File: src/rtl/tff_toggle_sequencer.sv
// Button debouncer, arbiter and auto-step sequencer for a 3-bit T-flip-flop bank.
// Optional macro TFF_SEQ_DOWN_EN adds a dir input that lets auto mode count down.
module tff_toggle_sequencer #(
    parameter int unsigned DEBOUNCE_CYCLES = 4,
    parameter int unsigned AUTO_DIV        = 8,
    parameter int unsigned CNT_W           = 16
) (
    input  logic       sysclk,
    input  logic       reset,
    input  logic [2:0] btn,
    input  logic       auto_en,
`ifdef TFF_SEQ_DOWN_EN
    input  logic       dir,
`endif
    output logic [2:0] t_out,
    output logic [2:0] shadow,
    output logic       busy
);

    localparam logic [1:0] ST_IDLE     = 2'd0;
    localparam logic [1:0] ST_QUAL     = 2'd1;
    localparam logic [1:0] ST_FIRE     = 2'd2;
    localparam logic [1:0] ST_WAIT_REL = 2'd3;

    localparam logic [CNT_W-1:0] DEB_LAST = CNT_W'(DEBOUNCE_CYCLES - 1);
    localparam logic [CNT_W-1:0] DIV_LAST = CNT_W'(AUTO_DIV - 1);

    logic [2:0]       sync_q, bs_q;
    logic [1:0]       state_q, state_d;
    logic [1:0]       idx_q, idx_d;
    logic [CNT_W-1:0] cnt_q, cnt_d;
    logic [CNT_W-1:0] div_q, div_d;
    logic [2:0]       shadow_q, shadow_d;
    logic             auto_step;
    logic             auto_down;

    always_comb begin
        state_d   = state_q;
        idx_d     = idx_q;
        cnt_d     = cnt_q;
        div_d     = div_q;
        shadow_d  = shadow_q;
        t_out     = 3'b000;
        auto_step = 1'b0;
        auto_down = 1'b0;
`ifdef TFF_SEQ_DOWN_EN
        auto_down = dir;
`endif

        case (state_q)
            ST_IDLE: begin
                if (|bs_q) begin
                    state_d = ST_QUAL;
                    cnt_d   = '0;
                    if (bs_q[0]) begin
                        idx_d = 2'd0;
                    end else if (bs_q[1]) begin
                        idx_d = 2'd1;
                    end else begin
                        idx_d = 2'd2;
                    end
                end
            end
            ST_QUAL: begin
                if (!bs_q[idx_q]) begin
                    state_d = ST_IDLE;
                end else if (cnt_q == DEB_LAST) begin
                    state_d = ST_FIRE;
                end else begin
                    cnt_d = cnt_q + 1'b1;
                end
            end
            ST_FIRE: begin
                t_out    = 3'b001 << idx_q;
                shadow_d = shadow_q ^ (3'b001 << idx_q);
                state_d  = ST_WAIT_REL;
                cnt_d    = '0;
            end
            ST_WAIT_REL: begin
                if (|bs_q) begin
                    cnt_d = '0;
                end else if (cnt_q == DEB_LAST) begin
                    state_d = ST_IDLE;
                end else begin
                    cnt_d = cnt_q + 1'b1;
                end
            end
            default: state_d = ST_IDLE;
        endcase

        // Divider holds at terminal while a button is pending, so the step is deferred, not lost.
        if (!auto_en) begin
            div_d = '0;
        end else if (state_q == ST_IDLE) begin
            if (div_q == DIV_LAST) begin
                if (bs_q == 3'b000) begin
                    div_d     = '0;
                    auto_step = 1'b1;
                end
            end else begin
                div_d = div_q + 1'b1;
            end
        end

        if (auto_step) begin
            if (auto_down) begin
                t_out    = {~shadow_q[1] & ~shadow_q[0], ~shadow_q[0], 1'b1};
                shadow_d = shadow_q - 3'd1;
            end else begin
                t_out    = {shadow_q[1] & shadow_q[0], shadow_q[0], 1'b1};
                shadow_d = shadow_q + 3'd1;
            end
        end
    end

    always_ff @(posedge sysclk or posedge reset) begin
        if (reset) begin
            sync_q   <= 3'b000;
            bs_q     <= 3'b000;
            state_q  <= ST_IDLE;
            idx_q    <= 2'd0;
            cnt_q    <= '0;
            div_q    <= '0;
            shadow_q <= 3'b000;
        end else begin
            sync_q   <= btn;
            bs_q     <= sync_q;
            state_q  <= state_d;
            idx_q    <= idx_d;
            cnt_q    <= cnt_d;
            div_q    <= div_d;
            shadow_q <= shadow_d;
        end
    end

    assign shadow = shadow_q;
    assign busy   = (state_q != ST_IDLE);

endmodule
File: config.mk
export PLATFORM = sky130hd
export DESIGN_NAME = tff_toggle_sequencer
export DESIGN_NICKNAME = d
export VERILOG_FILES = /design/src/rtl/tff_toggle_sequencer.sv
export SDC_FILE = /design/constraint.sdc
export NUM_CORES = 1
export LEC_CHECK = 0
export ABC_AREA = 0
export ABC_CLOCK_PERIOD_IN_PS = 2200
export CAP_MARGIN = 5
export CORE_MARGIN = 5
export CORE_UTILIZATION = 29
export CTS_CLUSTER_SIZE = 8
export DETAILED_ROUTE_END_ITERATION = 6
export HOLD_SLACK_MARGIN = 0.15
export REMOVE_ABC_BUFFERS = 1
export SLEW_MARGIN = 10
export SYNTH_ARGS = -nofsm -noshare
export SYNTH_HDL_FRONTEND = slang
export SYNTH_SLANG_ARGS = --single-unit
File: constraint.sdc
create_clock -name sysclk -period 2.2 [get_ports sysclk]
set_input_delay 0.44 -clock sysclk [delete_from_list [all_inputs] [get_ports sysclk]]
set_output_delay 0.44 -clock sysclk [all_outputs]
set_load 0.005 [all_outputs]
; After elaboration in Yosys (flattened, before gate mapping)
; Index checks and enable logic that the tools add are counted.
[op_classes]
addsub = 3
n_mul = 0
div = 0
order_cmp = 1
eq_ne = 12
shift = 1
muxes = 27
bitwise_logic = 2
n_reduce_logical = 9
[ops]
columns = operator, count
row1 = 2-to-1 mux 16 bit, 8
row2 = case mux 16 bit (4 select lines), 1
row3 = "adder 16 x 1 -> 16 bit, second input constant", 2
row4 = "equality test 16 x 2 -> 1 bit, second input constant", 1
row5 = "equality test 16 x 3 -> 1 bit, second input constant", 1
row6 = 2-to-1 mux 2 bit, 7
row7 = 2-to-1 mux 3 bit, 4
row8 = "inequality test 2 bit, second input constant", 4
row9 = case mux 2 bit (4 select lines), 1
row10 = AND reduction 2 bit, 3
row11 = 2-to-1 mux 1 bit, 5
row12 = "equality test 2 bit, second input constant", 2
row13 = AND reduction 4 bit, 1
row14 = nonzero test 2 bit, 2
row15 = "adder 3 x 1 -> 3 bit, second input constant", 1
row16 = logical NOT 3 bit, 1
row17 = "< comparator 2 x 3 -> 1 bit, second input constant", 1
row18 = "inequality test 3 x 2 -> 1 bit, second input constant", 1
row19 = "inequality test 3 bit, second input constant", 1
row20 = OR reduction 3 bit, 1
row21 = "<< shifter 1 x 2 -> 3 bit, first input constant", 1
row22 = bitwise XOR 3 bit, 1
row23 = binary-select mux 1 bit (select 2 bit), 1
row24 = "equality test 2 x 1 -> 1 bit, second input constant", 1
row25 = other kinds (3), 3
[totals]
regBits = 45
latch_bits = 0
mem_bits_rw = 0
mem_bits_ro = 0
inputBits = 6
out_inout_bits = 7
elab_cells = 62
mem_count = 0

; Logic depth before layout (Yosys ltp)
[depth]
depth_word = 6
depth_mapped = 7
ltp_nobuf = 5

; Least setup slack after synthesis
; OpenSTA, ideal clock, no wires.
[synth_path]
path_type = register to output
start = register div_q[4]
end = output port t_out[1]
arrival_time_ns = 1.331
required_time_ns = 1.760
setup_slack_ns = 0.429
path_stages_with_launch = 5
path_buffers = 0
path_cell_list = dfrtp_1 nor4_2 nand4_1 nor3_1 a21o_1
[synth_between]
elab_chain_cells = 5
[synth_lines]
columns = element, line
row1 = start: declaration, 32  ; logic [CNT_W-1:0] div_q, div_d;
row2 = start signal: assignment, 131  ; div_q <= div_d;
row3 = equality test 16 x 3 -> 1 bit, 95  ; if (div_q == DIV_LAST) begin
row4 = 2-to-1 mux 1 bit, 95
row5 = 2-to-1 mux 1 bit, 94  ; end else if (state_q == ST_IDLE) begin
row6 = 2-to-1 mux 1 bit, 92  ; if (!auto_en) begin
row7 = 2-to-1 mux 3 bit, 105  ; if (auto_step) begin
row8 = end: declaration, 15  ; output logic [2:0] t_out,
; No other way between the ends.

; Final worst setup path
[layout_path]
start = register div_q[9]
end = output port t_out[0]
; The elaborated chain is that of the path after synthesis.

==> metrics list <==
* Run status: complete, but fails checks
- Violated checks: setup timing
* Final worst setup slack: -48.42 ps
- During synthesis, Yosys emitted a total of 0 warnings.
* First-pass GRT wire length: 12140 um
- Capturing element type of the critical path: output pin
- Top post-synthesis cells by area: dfrtp_1 (41%), nand2_1 (3.4%), o31ai_1 (3.0%), or4_1 (2.8%), mux2i_1 (2.6%)
- Slew of the pin with the lowest slew margin: 453.7 ps
- Synthesis produced a netlist whose cell count is between 200 and 300.
- Routed metal-1 wirelength: 3133 um
* CTS sink count: 45
* Drt wl/cell: 14.78 um
* Top-area cell type share of the netlist area: 41.38%
- Once the floorplan was initialized, standard cells occupied between 20% and 30% of the core.
- Power density cells: 788.5 nW/um^2
- In the detailed route, the total length drawn on met3 is 237 um.
- Of all nets on the critical path, the largest fanout is 3.
- Register area: 1126 um^2
- Die Footprint: 11420 um^2
* Total count of hold-check failures in the final report: 0
- The first TritonRoute pass finished after 4 iterations.
- The max-slew violation count is 0.
* Largest buffer count on any clock path: 2
- Met2 routed WL: 3438 um
- Post-layout power: ~2.8 mW
* Number of cell rows: 35
* Routed via count: 2487
- Vias in the first global route: 2539
- Antenna violations before repair: 0
* Placed cells: 441
* Required time at the endpoint of the critical path: 1760 ps
- Horizontal extent of the die: 106.9 um
* GR Overflow Total: 0
- Global routing consumed, over all layers together, around an eighth of the routing resources.
- Each instance of the synthesized netlist takes up on average around 9.5 um^2.
- STA puts the critical path data arrival time at 1810 ps.
* Most used standard cells in the synthesized netlist: dfrtp_1 (45), nand2_1 (25), o21ai_0 (13)
* Period utilization: 102.2%
- Later-pin clock latency in the skew report: 310 ps
- Drt first-iter violations: 85
- Total negative slack: -58.51 ps
* DR DRC count: 0
- Worst Skew: 7.974 ps
* Unrepaired setup endpoints after global routing: true
- Count of port buffers added during placement: 12
* Setup Viol. Count Final: 2
* Post-Route Utilization: 38.63%
- Top_reg_cell synth: dfrtp_1
- MaxCap Viol Count: 0
- The worst pin sits at a relative slew slack of 69.57%.
* Mapped Area: 2721 um^2
* Static Leak: about 1.5 nW
- Proportion of layout cells with a drive suffix above 1: 26.84%
* Maximum number of pins on one net before global-route repair: 29
- Layout area overhead: 30.53%
* Yosys reg bits: 45
- In the post-synthesis netlist, the cell with the most instances is dfrtp_1.
- Multi-input logic area: 1543 um^2
- Synthesis instantiated 63 different standard cells from the library.
- Max Used Layer: met4
- In this run the remaining antenna-violating nets after routing total 0.
* Area of the core region: 9196 um^2
- Of all cell types, the one taking the most synthesized area is dfrtp_1.
* Number of inserted diodes: 0
* Minimum clock period: 2248 ps
* Max Clock Freq: 0.4448 GHz
- Path category of the worst min-delay check: reg2reg
- Yosys mapped a number of flops with a built-in enable equal to 0.
- The wire-length estimate of the detail-placed layout is 4839 um.
- Hold bufs inserted after CTS: 0
- Clock buffer count from CTS: 5
- After clock tree synthesis, the clock-pin slew on the worst setup and hold paths is 100 ps.
- Of all flip-flops after synthesis, the portion carrying an async set or reset was 100.0%.
- Across the VDD grid, the largest voltage drop is 0.0003583 V.
- WL final: 6872 um
- Final RePlAce weighted congestion: 0.8794
- During I/O placement, the number of pins put on the boundary was 13.
* Post-synthesis sequential area ratio: 41.38%
* Post-Layout Cell Count: 465
- Depth of the CTS H-tree: 2
* Post-placement setup slack: -272.1 ps
* Startpoint-to-endpoint class of the critical path: reg2out
- Post-layout net count: 362
- Filler cells: around 900
- Buffer type at the clock tree root: clkbuf_8
- TritonCTS built the clock tree.
- Kind of start point of the critical path: flip-flop
* Vias per Instance: 5.348
- Height of the die: 106.9 um
==> through the flow <==
stage          instance area [um^2]  hold slack [ps]
2_1_floorplan                  2653            331.2
3_3_place_gp                   3254            336.3
3_5_place_dp                   3254            334.7
4_1_cts                        3490            358.5
5_1_grt                        3552            362.4
6_report                       3552            356.2
==> power breakdown <==
group / switching, mW / internal, mW
combinational: 0.562 / 0.539
clock: 0.323 / 0.347
sequential: 0.102 / 0.928
==> flip-flops by register name, summed over array words and instances (netlist names), named ones only <==
signal	flops
cnt_q	16
div_q	16
bs_q	3
shadow	3
sync_q	3
idx_q	2
state_q	1
==> per-layer routing <==
layer | global-route usage (%) | up-vias
li1 | - | 1227
met1 | 16.49 | 1205
met2 | 21.94 | 44
met3 | 2.890 | 11
met4 | 2.922 | 0
met5 | 0 | -
==> worst paths after layout <==
| check | startpoint | depth (start not counted) | slack (ps) | to |
|---|---|---|---|---|
| setup / recovery | div_q[9]$_DFFE_PP0P_ | 5 | -50 | t_out[0] |
| hold / removal | sync_q[2]$_DFF_PP0_ | 0 | 360 | bs_q[2]$_DFF_PP0_ |
| setup reg to reg | div_q[9]$_DFFE_PP0P_ | 12 | 40 | shadow[0]$_DFFE_PP0P_ |
| hold reg to reg | sync_q[2]$_DFF_PP0_ | 0 | 360 | bs_q[2]$_DFF_PP0_ |
| max in group asynchronous | reset | 3 | 1260 | div_q[12]$_DFFE_PP0P_ |
| min in group asynchronous | reset | 2 | 440 | cnt_q[7]$_DFFE_PP0P_ |
==> repair_timing <==
| action | CTS | global route |
|---|---|---|
| endpoints found under the setup margin | 3 | 12 |
| setup buffers | 13 | 5 |
| endpoints found under the hold margin | 0 | 0 |
| pin swaps | 7 | 3 |
| resized for setup | 15 | 13 |
==> layout make-up <==
type,instances,area share (%)
Multi-Input combinational cell,220,43.43
Tap cell,111,3.910
Sequential cell,45,31.70
Clock buffer,5,1.937
Timing Repair Buffer,72,16.73
Inverter,9,0.9510
Clock inverter,3,1.338
==> worst max-delay path, stage by stage, from the launching register on <==
cell	delay [ps]
dfrtp_1	410
nor4_4	380
nand4_1	190
buf_4	190
o31ai_4	180
buf_2	160
==> logic make-up (layout without fill, tap and decap cells) <==
group | after synthesis | in the layout | share of synthesized area [%]
simple gates | 133 | 133 | 30.71
compound gates | 69 | 69 | 17.24
flops | 45 | 45 | 41.38
buf+inv | 21 | 89 | 3.770
mux | 9 | 9 | 3.540
xor+xnor | 5 | 5 | 1.609
fa+ha+maj | 4 | 4 | 1.747
==> cell usage in the layout (no fill, tap or decap), drive strengths merged, types with 5 or more instances in the layout <==
cell type,instances
nor3,10
clkbuf,5
nand2b,7
nor4,8
nor2,11
or4,10
dfrtp,45
o31ai,12
nand2,25
and3,6
a21oi,13
nand4,12
a21boi,8
clkdlybuf4s50,9
buf,63
and2,7
mux2i,7
o21ai,16
inv,11
nand3,10
Power figures use the tool's default switching activity.
